File: src/rtl/risc_sequencer_pkg.sv
// risc_sequencer_pkg: shared state codes and instruction-field constants for the RISC core
package risc_sequencer_pkg;

   typedef enum logic [2:0] {
      RESET_STATE = 3'd0,
      FETCH_INSTR = 3'd1,
      READ_OPS    = 3'd2,
      EXECUTE     = 3'd3,
      WRITEBACK   = 3'd4,
      FETCH_WAIT  = 3'd5,
      HALTED      = 3'd6
   } State_Type;

   localparam int OPC_HI   = 31;
   localparam int OPC_LO   = 30;
   localparam int HALT_BIT = 26;

   function automatic logic is_halt_instr(input logic [31:0] instr);
      return (instr[OPC_HI:OPC_LO] == 2'b00) && instr[HALT_BIT];
   endfunction

endpackage

File: src/rtl/risc_sequencer.sv
// risc_sequencer: instruction sequencer with PC, fetch handshake, halt/step and fetch timeout
module risc_sequencer
   import risc_sequencer_pkg::*;
#(
   parameter int PC_W          = 8,
   parameter int FETCH_TIMEOUT = 16,
   parameter int CNT_W         = 16
) (
   input  logic             Clk,
   input  logic             Reset,
   input  logic [31:0]      Crnt_Instrn,
   input  logic             PC_Load,
   input  logic [PC_W-1:0]  PC_Load_Val,
   input  logic             Instr_Ack,
   input  logic             Halt_Req,
   input  logic             Resume,
   input  logic             Step_Mode,
   output logic [2:0]       Current_State,
   output logic             Instr_Req,
   output logic [PC_W-1:0]  Instr_Addr,
   output logic             Halted,
   output logic             Fetch_Err,
   output logic [CNT_W-1:0] Instr_Count
);

   State_Type        state_q, state_d;
   logic [PC_W-1:0]  pc_q, pc_d;
   logic [CNT_W-1:0] count_q, count_d;
   logic             ferr_q, ferr_d;
   logic             pend_q, pend_d;
   logic [7:0]       to_q, to_d;

   assign Current_State = state_q;
   assign Instr_Req     = state_q == FETCH_WAIT;
   assign Halted        = state_q == HALTED;
   assign Instr_Addr    = pc_q;
   assign Fetch_Err     = ferr_q;
   assign Instr_Count   = count_q;

   // next state, PC/count update, timeout counting and halt bookkeeping
   always_comb begin
      state_d = state_q;
      pc_d    = pc_q;
      count_d = count_q;
      ferr_d  = ferr_q;
      to_d    = to_q;
      pend_d  = pend_q | (Halt_Req && state_q != WRITEBACK && state_q != HALTED);
      case (state_q)
         RESET_STATE: begin
            state_d = FETCH_WAIT;
            to_d    = '0;
         end
         FETCH_WAIT: begin
            if (Instr_Ack) begin
               state_d = FETCH_INSTR;
            end else if (to_q == 8'(FETCH_TIMEOUT - 1)) begin
               state_d = HALTED;
               ferr_d  = 1'b1;
            end else begin
               to_d = to_q + 8'd1;
            end
         end
         FETCH_INSTR: state_d = READ_OPS;
         READ_OPS:    state_d = EXECUTE;
         EXECUTE:     state_d = WRITEBACK;
         WRITEBACK: begin
            pc_d    = PC_Load ? PC_Load_Val : pc_q + PC_W'(1);
            count_d = count_q + CNT_W'(1);
            state_d = (is_halt_instr(Crnt_Instrn) || pend_q || Halt_Req || Step_Mode) ? HALTED : FETCH_WAIT;
            to_d    = '0;
         end
         HALTED: begin
            if (Resume && !Halt_Req && !ferr_q) begin
               state_d = FETCH_WAIT;
               to_d    = '0;
            end
         end
         default: state_d = RESET_STATE;
      endcase
      if (state_d == HALTED) pend_d = 1'b0;
   end

   // state register; reset aborts any in-flight instruction
   always_ff @(posedge Clk) begin
      if (Reset) begin
         state_q <= RESET_STATE;
         pc_q    <= '0;
         count_q <= '0;
         ferr_q  <= 1'b0;
         pend_q  <= 1'b0;
         to_q    <= '0;
      end else begin
         state_q <= state_d;
         pc_q    <= pc_d;
         count_q <= count_d;
         ferr_q  <= ferr_d;
         pend_q  <= pend_d;
         to_q    <= to_d;
      end
   end

endmodule
File: config.mk
export PLATFORM = sky130hd
export DESIGN_NAME = risc_sequencer
export DESIGN_NICKNAME = d
export VERILOG_FILES = /design/src/rtl/risc_sequencer_pkg.sv /design/src/rtl/risc_sequencer.sv
export SDC_FILE = /design/constraint.sdc
export NUM_CORES = 1
export LEC_CHECK = 0
export CELL_PAD_IN_SITES_DETAIL_PLACEMENT = 1
export CELL_PAD_IN_SITES_GLOBAL_PLACEMENT = 1
export CORE_MARGIN = 3
export CORE_UTILIZATION = 31
export DETAILED_ROUTE_END_ITERATION = 6
export PLACE_DENSITY = 0.91
export SLEW_MARGIN = 15
export SYNTH_ARGS = -nofsm -noshare
export SYNTH_HDL_FRONTEND = slang
export SYNTH_SLANG_ARGS = --single-unit
File: constraint.sdc
create_clock -name Clk -period 2.6 [get_ports Clk]
set_input_delay 0.26 -clock Clk [delete_from_list [all_inputs] [get_ports Clk]]
set_output_delay 0.26 -clock Clk [all_outputs]
set_load 0.02 [all_outputs]
Word-level counts from Yosys, hierarchy flattened
Cells that the tools add are included.

Register bits: 37. Output and inout port bits: 30. Word-level logic and storage cells: 51.

Add/subtract/negate cells: 3. Equal/unequal tests: 13. Mux-type cells: 10. Bitwise logic cells: 2. Reduce and logical (&&, ||, !) cells: 17.

Operators with widths (number): 8-bit 2-to-1 mux (4); 8-bit one-hot mux with 3 select lines (1); 3-bit one-hot mux with 7 select lines (1); 16-bit by 1-bit adder with 16-bit output (second input constant) (1); 8-bit by 1-bit adder with 8-bit output (second input constant) (2); 3-bit equality test (second input constant) (4); 3-bit 2-to-1 mux (3); 8-bit by 4-bit equality test with 1-bit output (second input constant) (1); 3-bit by 2-bit equality test with 1-bit output (second input constant) (2); 3-bit inequality test (second input constant) (2); 1-bit logical AND (5); 2-bit inequality test (second input constant) (2); 4-bit AND reduction (1); 2-bit OR reduction (2); 3-bit by 1-bit equality test with 1-bit output (second input constant) (1); 3-bit logical NOT (1); 1-bit logical OR (3); 3-bit AND reduction (1); 3-bit nonzero test (1); 1-bit logical NOT (2); 2-bit logical NOT (1); 2-bit 2-to-1 mux (1); 2-bit by 1-bit inequality test with 1-bit output (second input constant) (1); 1-bit NOT (1); 1-bit bitwise OR (1).

Logic depth before layout (Yosys ltp)
Gate-level depths: netlist of the first run.

Depth after elaboration: 9. Gate-level depth with buffers: 6. Mapped depth without buffers: 5.

Least setup slack after synthesis of the first run
Ideal clock, no wire load.

Path kind: register -> register. From: register state_q[2] (netlist: Current_State[2]). To: register count_q[14] (netlist: Instr_Count[14]). Arrival: 1.895 ns. Slack: 0.634 ns. Stages on the path, launching flop included: 7. Buffers on the path: 2. Cell sequence: dfxtp_1 -> or3b_1 -> buf_6 -> or2_1 -> buf_2 -> or4_1 -> a21oi_1.

Word-level cells in the longest chain between the ends: 1.

RTL lines: start: declaration (RTL line risc_sequencer.sv:26) `State_Type state_q, state_d;`; start signal: assignment (RTL line risc_sequencer.sv:93) `state_q <= state_d;`; 3-bit equality test (RTL line risc_sequencer.sv:48) `case (state_q)`; end signal: assignment (RTL line risc_sequencer.sv:95) `count_q <= count_d;`; end: declaration (RTL line risc_sequencer.sv:28) `logic [CNT_W-1:0] count_q, count_d;`.

Every way passes these cells. A chain may end at the register's enable or synchronous reset.

Worst setup path in the final report of the first run
From: register state_q[0] (netlist: Current_State[0]). To: output Instr_Req.

Word-level cells in the longest chain between the ends: 1.

RTL lines: 3-bit equality test (RTL line risc_sequencer.sv:34) `assign Instr_Req = state_q == FETCH_WAIT;`; end: declaration (RTL line risc_sequencer.sv:19) `output logic Instr_Req,`.

Every way passes these cells.

==> results of run 1 <==
## report_power, final
part / internal [mW] / total (mW) / switching (mW)
combinational: 0.186 / 0.386 / 0.200
clock: 0.287 / 0.513 / 0.226
sequential: 0.604 / 0.676 / 0.0717
total: 1.08 / 1.58 / 0.497
## state kept, by name (all words and copies together) (netlist names)
register       count
Current_State      3
Instr_Addr         8
Instr_Count       16
to_q               8
pend_q             1
Fetch_Err          1
## logic make-up after synthesis
logic type / share of synthesized area (%)
AOI/OAI and AO/OA: 21.3
xor gates and xnor gates: 4.10
adders and majority gates: 1.95
buffers and inverters: 4.69
DFF: 38.5
muxes: 1.04
and+or+nand+nor: 28.4
## critical path, delay by kind of cell (launching register included)
| family | cells | cell delay [ns] |
|---|---|---|
| buf+inv | 2 | 0.80 |
| flops | 1 | 0.60 |
| simple gates | 1 | 0.18 |
## how the worst max path moves through the flow
| stage | from | to | slack [ns] | cells after the start |
|---|---|---|---|---|
| global placement | to_q[4] | to_q[3] | 0.67 | 4 |
| CTS | Current_State[0] | Instr_Req | 0.43 | 3 |
| detailed placement | Current_State[2] | Instr_Count[14] | 0.63 | 4 |
| floorplan | Current_State[2] | Instr_Count[14] | 0.63 | 6 |
| finish | Current_State[0] | Instr_Req | 0.46 | 3 |
| global route | Current_State[0] | Instr_Req | 0.33 | 3 |
## area by class of cell
class	count	area share, %
inverter	8	1.17
multi-input combinational	175	42.7
sequential	37	28.8
clock buffer	5	2.68
tap	75	3.65
timing repair buffer	50	19.2
clock inverter	3	1.80
## Yosys cell counts (2+ instances only)
cell type and n:
inv_1 8, and4_1 4, o21ai_0 12, nor3_1 10
a21oi_1 13, nor2_1 20, nor3b_1 5, a22oi_1 2
and3_1 10, a31oi_1 2, xor2_1 6, o21a_1 3
or4_1 3, nand4_1 5, xnor2_1 3, mux2i_1 2
a21o_1 2, buf_2 3, o31a_1 2, dfxtp_1 37
nor2b_1 3, nand2_1 17, o31ai_1 3, a211oi_1 4
nand3_1 11, a211o_1 5, clkbuf_1 9, ha_1 3
or3_1 5, nor4_1 2, o211ai_1 2
## layer usage
layer	global-route usage (%)	share of wire (%)	vias up
met3	4.02	4.9	6
li1	-	-	951
met1	19.8	45	948
met5	0	0	-
met4	3.88	1.2	0
met2	26.0	49	42
## metrics by stage
step	hold slack (ns)	instances	util [%]	area [sq um]
floorplan	0.424	233	-	1920
global placement	0.477	345	41.2	2450
detailed placement	0.500	345	41.2	2450
CTS	0.514	353	43.1	2570
global route	0.537	353	43.1	2570
finish	0.512	353	43.1	2570
==> impl_metrics.tcl, run 1 <==
set metrics [dict create \
    status "finished clean" \
    synth_top_cell_area_share_pct 38.5 \
    fin_crit_sh_pct 82.3 \
    first_pass_iters 4 \
    crit_type "reg2out" \
    p_leak_nw 0.961 \
    post-place-ws_ns 0.627 \
    rsz0062_at_grt "no" \
    worstRegToRegCells 4 \
    setup_viol 0 \
    drcViolationCount 0 \
    max_freq_mhz 468 \
    finalHoldViolCount 0 \
    crit_arrival_ns 1.88 \
    relSlewSlack_pct 57.4 \
    wl_um 5190 \
    multi_input_area_sq_um 1100 \
    drive_gt1_share_pct 5.04 \
    critPathSlowestCell "clkdlybuf4s50_1" \
    hp-class "reg2reg" \
    min_to "Instr_Count[13]" \
    fin_ws_ns 0.461 \
    clk_latency_ns 0.30 \
    synthFlopType "dfxtp_1" \
    hp-start "Instr_Count[13]" \
    row_count 28 \
    io_pins 77 \
    wl_per_cell_um 14.7 \
    max-vdd-ir-drop_uv 308 \
    vias 1947 \
    power_density_nw_per_um2 613 \
    path_clk_slew_ns 0.08 \
    worst_slew_pin_slew_ns 0.638 \
    ctsHoldBuffers 0 \
    timing.setup.tns_ns 0 \
    reg2reg_from "Current_State[2]" \
    die_area_sq_um 7180 \
    vias_per_cell 5.52 \
    post_cts_buffers 0 \
    seq_area_sq_um 741 \
    clock_sinks 37 \
    cts_resized 0 \
    synth_area_sq_um 1920 \
    antenna_cells 0 \
    final_cell_mix "clkdlybuf4s50_1 (47), dfxtp_1 (37), nor2_1 (20)" \
    numPortBuffers 47 \
    avgSynthCellArea_sq_um 8.25 \
    crit_chain "inv_1 -> nor2_1 -> clkdlybuf4s50_1" \
    synth_edf_count 0 \
    layout_commonest_cell "clkdlybuf4s50_1" \
    clock_skew_ns 0.00789 \
    synthToLayoutAreaGrowth_pct 33.7 \
    antenna_found_initial 0 \
    overflow 0 \
    gp_congestion 0.831 \
    grt_pass1_wl_um 9150 \
    yosysTopAreaCell "dfxtp_1" \
    nNetsFinal 327 \
    synth_seq_cells 37 \
    grtUsageTotal_pct 15.5 \
    core_sq_um 5960 \
    grt_pass1_vias 1914 \
    ff2ff_setup_slack_ns 0.62 \
    die_x_um 84.7 \
    crit_required_ns 2.34 \
    hpwl_um 3820 \
    ys_types 48 \
    slew_viol_final 0 \
    syn_nets 283 \
    synthesis.instances 233 \
    die_h_um 84.7 \
    first_iter_violations 81 \
    clockRootBuffer "clkbuf_8" \
    ctsHtreeMaxLevel 2 \
    numCtsBuffers 5 \
    start_util_pct 32.3 \
    cp_max_fo 13 \
    synthTopCellsByArea "dfxtp_1 (39%), nor2_1 (3.9%), a21oi_1 (3.4%)" \
    synthArstFlopShare_pct 0 \
    fillCellCount 719 \
    period_minus_slack_ns 2.14 \
    grt_start_max_net_pins 27 \
    antenna_left 0 \
    startpoint_type "flip-flop" \
    cpPeakStageDelay_ns 0.62 \
    maxCapViolCount 0 \
    r2r-end "Instr_Count[14]" \
    cts_tree "done" \
    yosysWarnings 0 \
    cts_max_path_buffers 2 \
    end_kind "output port" \
    p_total_mw 1.58 \
    worstHoldPathCells 2 \
    ys_seq_area_share_pct 38.5 \
]
No activity file was read; power rests on OpenSTA's default activity.
==> run 2: changes to the inputs <==
==> constraint.sdc (replaced) <==
create_clock -name Clk -period 1.99 [get_ports Clk]
set_input_delay 0.199 -clock Clk [delete_from_list [all_inputs] [get_ports Clk]]
set_output_delay 0.199 -clock Clk [all_outputs]
set_load 0.02 [all_outputs]
==> run 2 against run 1 <==
  * Combinational power grew 55%
  * Cell count up 1.4%
  * Global-route usage is 0.67 points higher
  * Routed wire length rose by 7.0%
  * Critical endpoint unchanged
  * Clock skew increased by 0.0018 ns
  * Sequential cell count did not move
  * Worst setup slack lost 0.38 ns
==> impl_metrics.tcl, run 2 (same netlist as run 1, synthesis figures left out) <==
set metrics [dict create \
    path_clk_slew_ns 0.08 \
    wl_um 5560 \
    setup_viol 0 \
    grt_pass1_wl_um 9540 \
    hp-class "reg2reg" \
    die_h_um 84.7 \
    slew_viol_final 0 \
    finalHoldViolCount 0 \
    fin_hold_ws_ns 0.504 \
    cts_max_path_buffers 2 \
    io_pins 77 \
    vias_per_cell 5.49 \
    fin_ws_ns 0.0780 \
    postLayoutCoreUtil_pct 43.6 \
    nNetsFinal 333 \
    clockRootBuffer "clkbuf_8" \
    fillCellCount 728 \
    status "finished clean" \
    clock_skew_ns 0.00968 \
    fin_crit_sh_pct 96.1 \
    worst_slew_pin_slew_ns 0.350 \
    grt_pass1_vias 2041 \
    hp-start "Instr_Count[13]" \
    drcViolationCount 0 \
    numCtsBuffers 5 \
    antenna_found_initial 0 \
    grt_start_max_net_pins 23 \
    end_kind "output port" \
    power_density_nw_per_um2 768 \
    grtUsageTotal_pct 16.2 \
    cts_resized 0 \
    antenna_cells 0 \
    reg2reg_from "to_q[4]" \
    drive_gt1_share_pct 7.07 \
    cpPeakStageDelay_ns 0.62 \
    die_area_sq_um 7180 \
    synthToLayoutAreaGrowth_pct 35.1 \
    row_count 28 \
    core_sq_um 5960 \
    overflow 0 \
    crit_start "Current_State[1]" \
    start_util_pct 32.3 \
    hpwl_um 4140 \
    max-vdd-ir-drop_uv 298 \
    die_x_um 84.7 \
    first_iter_violations 109 \
    final_cell_mix "clkdlybuf4s50_1 (46), dfxtp_1 (37), nor2_1 (20)" \
    critPathSlowestCell "clkdlybuf4s50_1" \
    p_total_mw 1.99 \
    maxCapViolCount 0 \
    crit_required_ns 1.79 \
    largest_register_ffs 16 \
    numPortBuffers 47 \
    startpoint_type "flip-flop" \
    crit_arrival_ns 1.71 \
    period_minus_slack_ns 1.91 \
    antenna_left 0 \
    ctsHoldBuffers 0 \
    rsz0062_at_grt "no" \
    relSlewSlack_pct 76.5 \
    p_leak_nw 0.998 \
    ff2ff_setup_slack_ns 0.16 \
    gp_congestion 0.860 \
    vias 1967 \
    clock_sinks 37 \
    layout_commonest_cell "clkdlybuf4s50_1" \
    cp_max_fo 14 \
    max_freq_mhz 523 \
    cts_tree "done" \
    wl_per_cell_um 15.5 \
    crit_type "reg2out" \
    first_pass_iters 4 \
    clk_latency_ns 0.30 \
    crit_chain "buf_4 -> nand2b_1 -> nor2_1 -> clkdlybuf4s50_1" \
    timing.setup.tns_ns 0 \
    ctsHtreeMaxLevel 2 \
    post_cts_buffers 0 \
    post-place-ws_ns 0.124 \
]
-- run 2: cell types whose count changed in the layout (fill, tap and decap cells not counted), sizes merged --
cell	previous run	this run
buf	3	9
bufinv	1	0
clkbuf	5	6
clkdlybuf4s50	47	46
clkinv	1	0
dlymetal6s2s	0	1
-- run 2: final cells by class --
cell class,count,area [sq um],area share [%]
clock inverters,1,7.51,0.289
repair buffers,56,541,20.8
clock buffers,6,82.6,3.18
inverters,8,30.0,1.16
flip-flops and latches,37,741,28.5
well taps,75,93.8,3.61
multi-input cells,175,1100,42.4
-- run 2: worst paths after layout --
kind,endpoint,cells after the start
worst min-delay path,Instr_Count[13],2
worst max-delay path,Instr_Req,4
worst max register to register,to_q[7],4
worst min register to register,Instr_Count[13],2
-- run 2: metal layers --
metal	wire length, um	vias up	track usage [%]
met3	200	9	4.02
met5	0	-	0
met4	76	0	5.04
met2	2730	37	26.4
met1	2550	963	21.0
li1	-	958	-
-- run 2: where the power goes --
| part | internal [mW] | total, mW | switching, mW | leakage [nW] |
|---|---|---|---|---|
| clock network | 0.274 | 0.562 | 0.288 | 0.0433 |
| registers | 0.790 | 0.832 | 0.0426 | 0.300 |
| logic | 0.272 | 0.599 | 0.327 | 0.655 |
| total | 1.34 | 1.99 | 0.657 | 0.998 |
-- run 2: worst max-delay path, delay by kind of cell, from the launching register on --
family / cells / cell delay (ns)
flops: 1 / 0.32
buf+inv: 2 / 0.80
simple gates: 2 / 0.30
-- run 2: through the flow --
step,instances,instance area (sq um)
floorplan,233,1920
global placement,351,2500
detailed placement,351,2500
CTS,358,2590
global route,358,2600
finish,358,2600
